==> src/rtl/rs_station.sv <==
// rs_station: Tomasulo reservation station.
// Holds up to DEPTH decoded ops with producer-tagged source operands.
// Operands are captured from the common data bus (CDB), and the oldest
// entry with both operands present is offered to a single functional unit.
//
// Handshakes (both ports): a transfer happens on a rising edge where
// valid and ready are both 1. The dispatch side's disp_ready is computed
// only from registered occupancy. The issue side's iss_valid/iss_* come
// only from registered entry state, so they hold while iss_ready is low.
// The selection changes only when an older entry wakes up or a flush
// empties the station.
module rs_station #(
  parameter int DEPTH = 4,
  parameter int TAGW  = 5,
  parameter int XLEN  = 32,
  parameter int OPW   = 17
) (
  input  logic                     clk,
  input  logic                     rst_n,
  input  logic                     flush,
  input  logic                     disp_valid,
  output logic                     disp_ready,
  input  logic [OPW-1:0]           disp_op,
  input  logic [TAGW-1:0]          disp_tag,
  input  logic [TAGW-1:0]          disp_qj,
  input  logic [TAGW-1:0]          disp_qk,
  input  logic [XLEN-1:0]          disp_vj,
  input  logic [XLEN-1:0]          disp_vk,
  input  logic                     cdb_valid,
  input  logic [TAGW-1:0]          cdb_tag,
  input  logic [XLEN-1:0]          cdb_data,
  output logic                     iss_valid,
  input  logic                     iss_ready,
  output logic [OPW-1:0]           iss_op,
  output logic [TAGW-1:0]          iss_tag,
  output logic [XLEN-1:0]          iss_vj,
  output logic [XLEN-1:0]          iss_vk,
  output logic [$clog2(DEPTH):0]   count
);

  localparam int CW = $clog2(DEPTH) + 1;
  localparam int IW = (DEPTH > 1) ? $clog2(DEPTH) : 1;

  // Entry storage
  logic [DEPTH-1:0] valid_q, valid_d;
  logic [OPW-1:0]   op_q  [DEPTH];
  logic [OPW-1:0]   op_d  [DEPTH];
  logic [TAGW-1:0]  tag_q [DEPTH];
  logic [TAGW-1:0]  tag_d [DEPTH];
  logic [TAGW-1:0]  qj_q  [DEPTH];
  logic [TAGW-1:0]  qj_d  [DEPTH];
  logic [TAGW-1:0]  qk_q  [DEPTH];
  logic [TAGW-1:0]  qk_d  [DEPTH];
  logic [XLEN-1:0]  vj_q  [DEPTH];
  logic [XLEN-1:0]  vj_d  [DEPTH];
  logic [XLEN-1:0]  vk_q  [DEPTH];
  logic [XLEN-1:0]  vk_d  [DEPTH];

  // Age matrix: older_q[i][j] = 1 means entry i was dispatched before
  // entry j. A newly written slot clears its row and sets its column,
  // making it younger than everything present. This keeps relative
  // order intact no matter which slots issue or get reused.
  logic [DEPTH-1:0] older_q [DEPTH];
  logic [DEPTH-1:0] older_d [DEPTH];

  logic [CW-1:0]    count_q, count_d;

  // Derived control
  logic [DEPTH-1:0] ready_vec;
  logic [DEPTH-1:0] blocked;
  logic [DEPTH-1:0] grant;
  logic [IW-1:0]    sel_idx;
  logic [IW-1:0]    free_idx;
  logic             disp_fire;
  logic             iss_fire;
  logic             byp_j;
  logic             byp_k;

  // Entry readiness: valid with both producer tags cleared
  always_comb begin
    ready_vec = '0;
    for (int i = 0; i < DEPTH; i++) begin
      ready_vec[i] = valid_q[i] && (qj_q[i] == '0) && (qk_q[i] == '0);
    end
  end

  // Oldest-ready select: an entry wins unless some older entry is also ready
  always_comb begin
    blocked = '0;
    grant   = '0;
    for (int i = 0; i < DEPTH; i++) begin
      for (int j = 0; j < DEPTH; j++) begin
        if ((j != i) && ready_vec[j] && older_q[j][i]) begin
          blocked[i] = 1'b1;
        end
      end
      grant[i] = ready_vec[i] && !blocked[i];
    end
  end

  // Encode the one-hot grant into the issue mux index
  always_comb begin
    sel_idx = '0;
    for (int i = 0; i < DEPTH; i++) begin
      if (grant[i]) begin
        sel_idx = IW'(i);
      end
    end
  end

  // Lowest-index free slot for dispatch
  always_comb begin
    free_idx = '0;
    for (int i = DEPTH - 1; i >= 0; i--) begin
      if (!valid_q[i]) begin
        free_idx = IW'(i);
      end
    end
  end

  // Port-facing outputs, all derived from registered state
  always_comb begin
    disp_ready = (count_q < CW'(DEPTH));
    iss_valid  = |ready_vec;
    iss_op     = op_q[sel_idx];
    iss_tag    = tag_q[sel_idx];
    iss_vj     = vj_q[sel_idx];
    iss_vk     = vk_q[sel_idx];
    count      = count_q;
  end

  // Transfer qualifiers; a flush discards both transfers
  always_comb begin
    disp_fire = disp_valid && disp_ready && !flush;
    iss_fire  = iss_valid && iss_ready && !flush;
    byp_j     = cdb_valid && (disp_qj != '0) && (disp_qj == cdb_tag);
    byp_k     = cdb_valid && (disp_qk != '0) && (disp_qk == cdb_tag);
  end

  // Next-state: wakeup, issue retire, dispatch write, occupancy, flush
  always_comb begin
    valid_d = valid_q;
    count_d = count_q;
    for (int i = 0; i < DEPTH; i++) begin
      op_d[i]    = op_q[i];
      tag_d[i]   = tag_q[i];
      qj_d[i]    = qj_q[i];
      qk_d[i]    = qk_q[i];
      vj_d[i]    = vj_q[i];
      vk_d[i]    = vk_q[i];
      older_d[i] = older_q[i];
    end

    // CDB wakeup of waiting operands; tag 0 never matches a producer
    if (cdb_valid && (cdb_tag != '0)) begin
      for (int i = 0; i < DEPTH; i++) begin
        if (valid_q[i] && (qj_q[i] == cdb_tag)) begin
          qj_d[i] = '0;
          vj_d[i] = cdb_data;
        end
        if (valid_q[i] && (qk_q[i] == cdb_tag)) begin
          qk_d[i] = '0;
          vk_d[i] = cdb_data;
        end
      end
    end

    if (iss_fire) begin
      valid_d[sel_idx] = 1'b0;
    end

    // The free slot is invalid, so it can never be the issued entry
    if (disp_fire) begin
      valid_d[free_idx] = 1'b1;
      op_d[free_idx]    = disp_op;
      tag_d[free_idx]   = disp_tag;
      qj_d[free_idx]    = byp_j ? '0 : disp_qj;
      vj_d[free_idx]    = byp_j ? cdb_data : disp_vj;
      qk_d[free_idx]    = byp_k ? '0 : disp_qk;
      vk_d[free_idx]    = byp_k ? cdb_data : disp_vk;
      older_d[free_idx] = '0;
      for (int j = 0; j < DEPTH; j++) begin
        if (j != int'(free_idx)) begin
          older_d[j][free_idx] = 1'b1;
        end
      end
    end

    case ({disp_fire, iss_fire})
      2'b10:   count_d = count_q + CW'(1);
      2'b01:   count_d = count_q - CW'(1);
      default: count_d = count_q;
    endcase

    if (flush) begin
      valid_d = '0;
      count_d = '0;
    end
  end

  // State register with synchronous active-low reset
  always_ff @(posedge clk) begin
    if (!rst_n) begin
      valid_q <= '0;
      count_q <= '0;
      for (int i = 0; i < DEPTH; i++) begin
        op_q[i]    <= '0;
        tag_q[i]   <= '0;
        qj_q[i]    <= '0;
        qk_q[i]    <= '0;
        vj_q[i]    <= '0;
        vk_q[i]    <= '0;
        older_q[i] <= '0;
      end
    end else begin
      valid_q <= valid_d;
      count_q <= count_d;
      for (int i = 0; i < DEPTH; i++) begin
        op_q[i]    <= op_d[i];
        tag_q[i]   <= tag_d[i];
        qj_q[i]    <= qj_d[i];
        qk_q[i]    <= qk_d[i];
        vj_q[i]    <= vj_d[i];
        vk_q[i]    <= vk_d[i];
        older_q[i] <= older_d[i];
      end
    end
  end

endmodule

==> config.mk <==
export PLATFORM = sky130hd
export DESIGN_NAME = rs_station
export DESIGN_NICKNAME = d
export VERILOG_FILES = /design/src/rtl/rs_station.sv
export SDC_FILE = /design/constraint.sdc
export NUM_CORES = 1
export LEC_CHECK = 0
export CAP_MARGIN = 20
export CELL_PAD_IN_SITES_DETAIL_PLACEMENT = 0
export CELL_PAD_IN_SITES_GLOBAL_PLACEMENT = 1
export CORE_ASPECT_RATIO = 0.6
export CORE_MARGIN = 8
export CORE_UTILIZATION = 44
export CTS_CLUSTER_DIAMETER = 200
export DETAILED_ROUTE_END_ITERATION = 12
export DONT_BUFFER_PORTS = 1
export PLACE_DENSITY = 0.86
export SYNTH_ARGS = -nofsm -noshare
export SYNTH_HDL_FRONTEND = slang
export SYNTH_SLANG_ARGS = --single-unit
==> constraint.sdc <==
create_clock -name clk -period 2.8 [get_ports clk]
set_clock_uncertainty 0.2 [all_clocks]
set_input_delay 0.56 -clock clk [delete_from_list [all_inputs] [get_ports clk]]
set_output_delay 0.56 -clock clk [all_outputs]
set_load 0.05 [all_outputs]
==> results.md <==
- Critical path required time: 2.04 ns
- Startpoint Class: register
- Synth Area in XOR/XNOR: 2.263%
- Post-synthesis mux area share: 14.38%
- Status: finished with violations
- Die area: 51170 um^2
- Met3 routed WL: 9350 um
- # nets final: 2513
- Compound-Gate Fraction of Synth Area: 22.80%
- Initial antenna violation count: 2
- Peak supply drop: 0.0004123 V
- Inst Count DP: 2787
- Worst hold slack: 0.007265 ns
- Die X: 286.7 um
- Max Freq: 271.2 MHz
- Min cycle time layout: 3.687 ns
- Seq cells post-synth: 400
- Fraction of layout cells with a size suffix above 1: 19.93%
- WS Path Type: reg2out
- Remaining global-route overflow: 0
- Netlist cell types: 55
- Post-synthesis cell area: 19350 um^2
- Top cells by area, synth: dfxtp_1 41%, mux2i_1 14%, o221ai_1 5.8%
- WP data arrival: 2.93 ns
- Inserted Diodes: 0
- EDFF count, synth: 0
- Fin. Hold Viols: 0
- Largest family of logic cells by synthesized area: compound AO/OA/AOI/OAI gates
- # clock sinks: 400
- Worst slew pin tran: 1.158 ns
- First-pass GRT wire length: 119500 um
- Row Count: 59
- IO Count: 230
- Area growth syn-to-layout: 39.67%
- Worst rel slew slack: 22.57%
- Count of pins over their slew limit: 0
- DP Worst Slack: -0.3601 ns
- Clock slew at reported path FFs: 0.07 ns
- Pwr per Cell Area: 492.8 nW/um^2
- Final WS setup: -0.8875 ns
- Total Wirelength: 79690 um
- Failing checks: negative setup slack
- Leakage: 10.18 nW
- Simple-Gate Fraction of Synth Area: 11.79%
- Adder-Cell Fraction of Synth Area: 0.1681%
- DRT Pass-1 Iters: 6
- Tcrit/Tclk final: 131.7%
- # H-tree levels: 2
- Die H: 178.4 um
- Clk buf depth: 3
- PnR Total Power: 13.32 mW
- Ys async rst share: 0%
- Sequential share of the synthesized area: 41.38%
- Number of remaining DRC errors: 0
- HPWL after DPL: 48770 um
- M1 WL: 32830 um
- Area fraction of the dominant cell type after synthesis: 41.38%
- Hold Crit Class: in2reg
- Warnings, synthesis: 0
- Cells after Synth: 2175
- GP Congestion: 0.8989
- Antenna-violating nets left: 0
- Initial Util: 44.66%
- Dominant cell type by area after synthesis: dfxtp_1
- Met2 wire len: 35070 um
- Finished Layout Cells: 2982
- Vias: 19080
- Initial DRC count: 2289
- Clock root buffer: clkbuf_16
- Setup-failing EPs final: 89
- Worst-path fanout max: 10
- DR WL/cell: 26.73 um
- Post-DR vias/cell: 6.397
- Type of destination of the critical path: output port
- Pin count of the biggest net entering global routing: 131
- Max layer used: met5
- Number of global-route vias before repair: 19420
- Core Area: 43330 um^2
- Tot GR Track Use: 29.80%
- I/O Buffers: 0
- Syn Area/Cell: 8.897 um^2
- RSZ-0062 raised after global routing: true
- Mapped Nets: 2316
- Top_reg_cell synth: dfxtp_1
- CTS buffer count: 41
- CTS tree: yes
- Max-Cap Viols: 0
- Clock Latency Late Sink: 0.55 ns
[per-stage QoR]
step,setup TNS (ns),util (%),cell area (um^2)
2_1_floorplan,-18.64,-,20780
3_3_place_gp,-21.12,55.55,24070
3_5_place_dp,-27.43,55.55,24070
4_1_cts,-69.96,62.02,26880
5_1_grt,-75.50,62.37,27030
6_report,-69.82,62.37,27030
[state kept, by name (all words and copies together), names as in the netlist, named ones only]
register and count:
valid_q 4, count 3, tag_q 20, older_q 3, vj_q 128, qk_q 20
op_q 68, qj_q 20, vk_q 128
[kinds of logic after synthesis]
family | Yosys count
AO/OA/AOI/OAI | 569
adder cells (fa/ha/maj) | 2
multiplexers | 278
XOR/XNOR | 50
AND/OR/NAND/NOR | 538
buffers and inverters | 338
flip-flops | 400
[worst max-delay path: stages (launching register included)]
cell and delay (ns):
dfxtp_2 0.33, nor4b_2 0.25, and4b_2 0.40, buf_6 0.14
a221oi_2 0.04, buf_4 0.15, and2_4 0.16, buf_12 0.16
buf_12 0.15, a221oi_4 0.39, buf_12 0.19
[routing by layer]
layer / global-route usage, % / up-vias
met5: 0 / -
met3: 8.384 / 243
met4: 9.743 / 2
met2: 46.07 / 1244
met1: 39.92 / 9362
li1: - / 8224
[layout by cell type, fill, tap and decap left out, types with 15 or more instances in the layout]
master,synthesis,layout
a21boi_0,29,29
a21boi_1,64,64
a21oi_1,76,70
a221oi_4,1,87
a22o_1,15,15
a22oi_1,19,18
buf_12,0,127
buf_4,4,114
clkbuf_16,0,44
dfxtp_1,400,394
dlygate4sd3_1,0,101
inv_1,125,124
mux2i_1,278,277
nand2_1,200,193
nor2_1,250,248
nor2b_1,23,23
o221ai_1,128,128
o22ai_1,129,129
xnor2_1,20,20
xor2_1,30,30
[cells in the mapped netlist, drive strengths merged, types with 2 or more instances]
master and instances:
dfxtp 400, nor2 250, and3 3, and2 6, nand3 11, clkbuf 131, a22o 15, o211a 2
xor2 30, inv 126, o22ai 129, nor2b 23, xnor2 20, nand2b 7, a221oi 89, or4 2
a22oi 19, o21ai 9, buf 81, a21boi 93, o221ai 128, nand2 201, mux2i 278, nor4 13
nor4b 3, a21oi 76, a32o 2, or2 2, o211ai 2, nor3b 2, nor3 5, nand4 4
and4b 2
[worst paths after layout]
kind                            cells past startpoint         end       start  slack, ns
worst max-delay path                               10  iss_vk[12]  qk_q[0][0]      -0.89
worst min-delay path                                2  vk_q[3][9]  disp_vk[9]      0.007
worst max register to register                     11    count[2]  valid_q[0]      -0.14
worst min register to register                      2  op_q[2][3]  op_q[2][3]       0.25
[layout make-up]
type	instances	area, um^2
sequential	400	8015
inverter	126	473.0
multi-input combinational	1438	11550
tap	579	724.4
clock inverter	21	251.5
fill	3380	16310
clock buffer	53	1184
timing repair buffer	365	4830
[power by group]
part | switching, mW | internal [mW] | total [mW]
Combinational | 0.829 | 0.694 | 1.52
Clock | 2.49 | 3.46 | 5.96
Sequential | 0.0575 | 5.78 | 5.84
Total | 3.38 | 9.94 | 13.3
[repair_timing]
item	4_1_cts	5_1_grt
setup endpoints to repair	88	96
gates cloned	5	1
setup buffers	9	3
hold buffers	102	1
resized for setup	27	21
endpoints found under the hold margin	319	1
pin swaps	59	13
(Power assumes the default switching activity.)
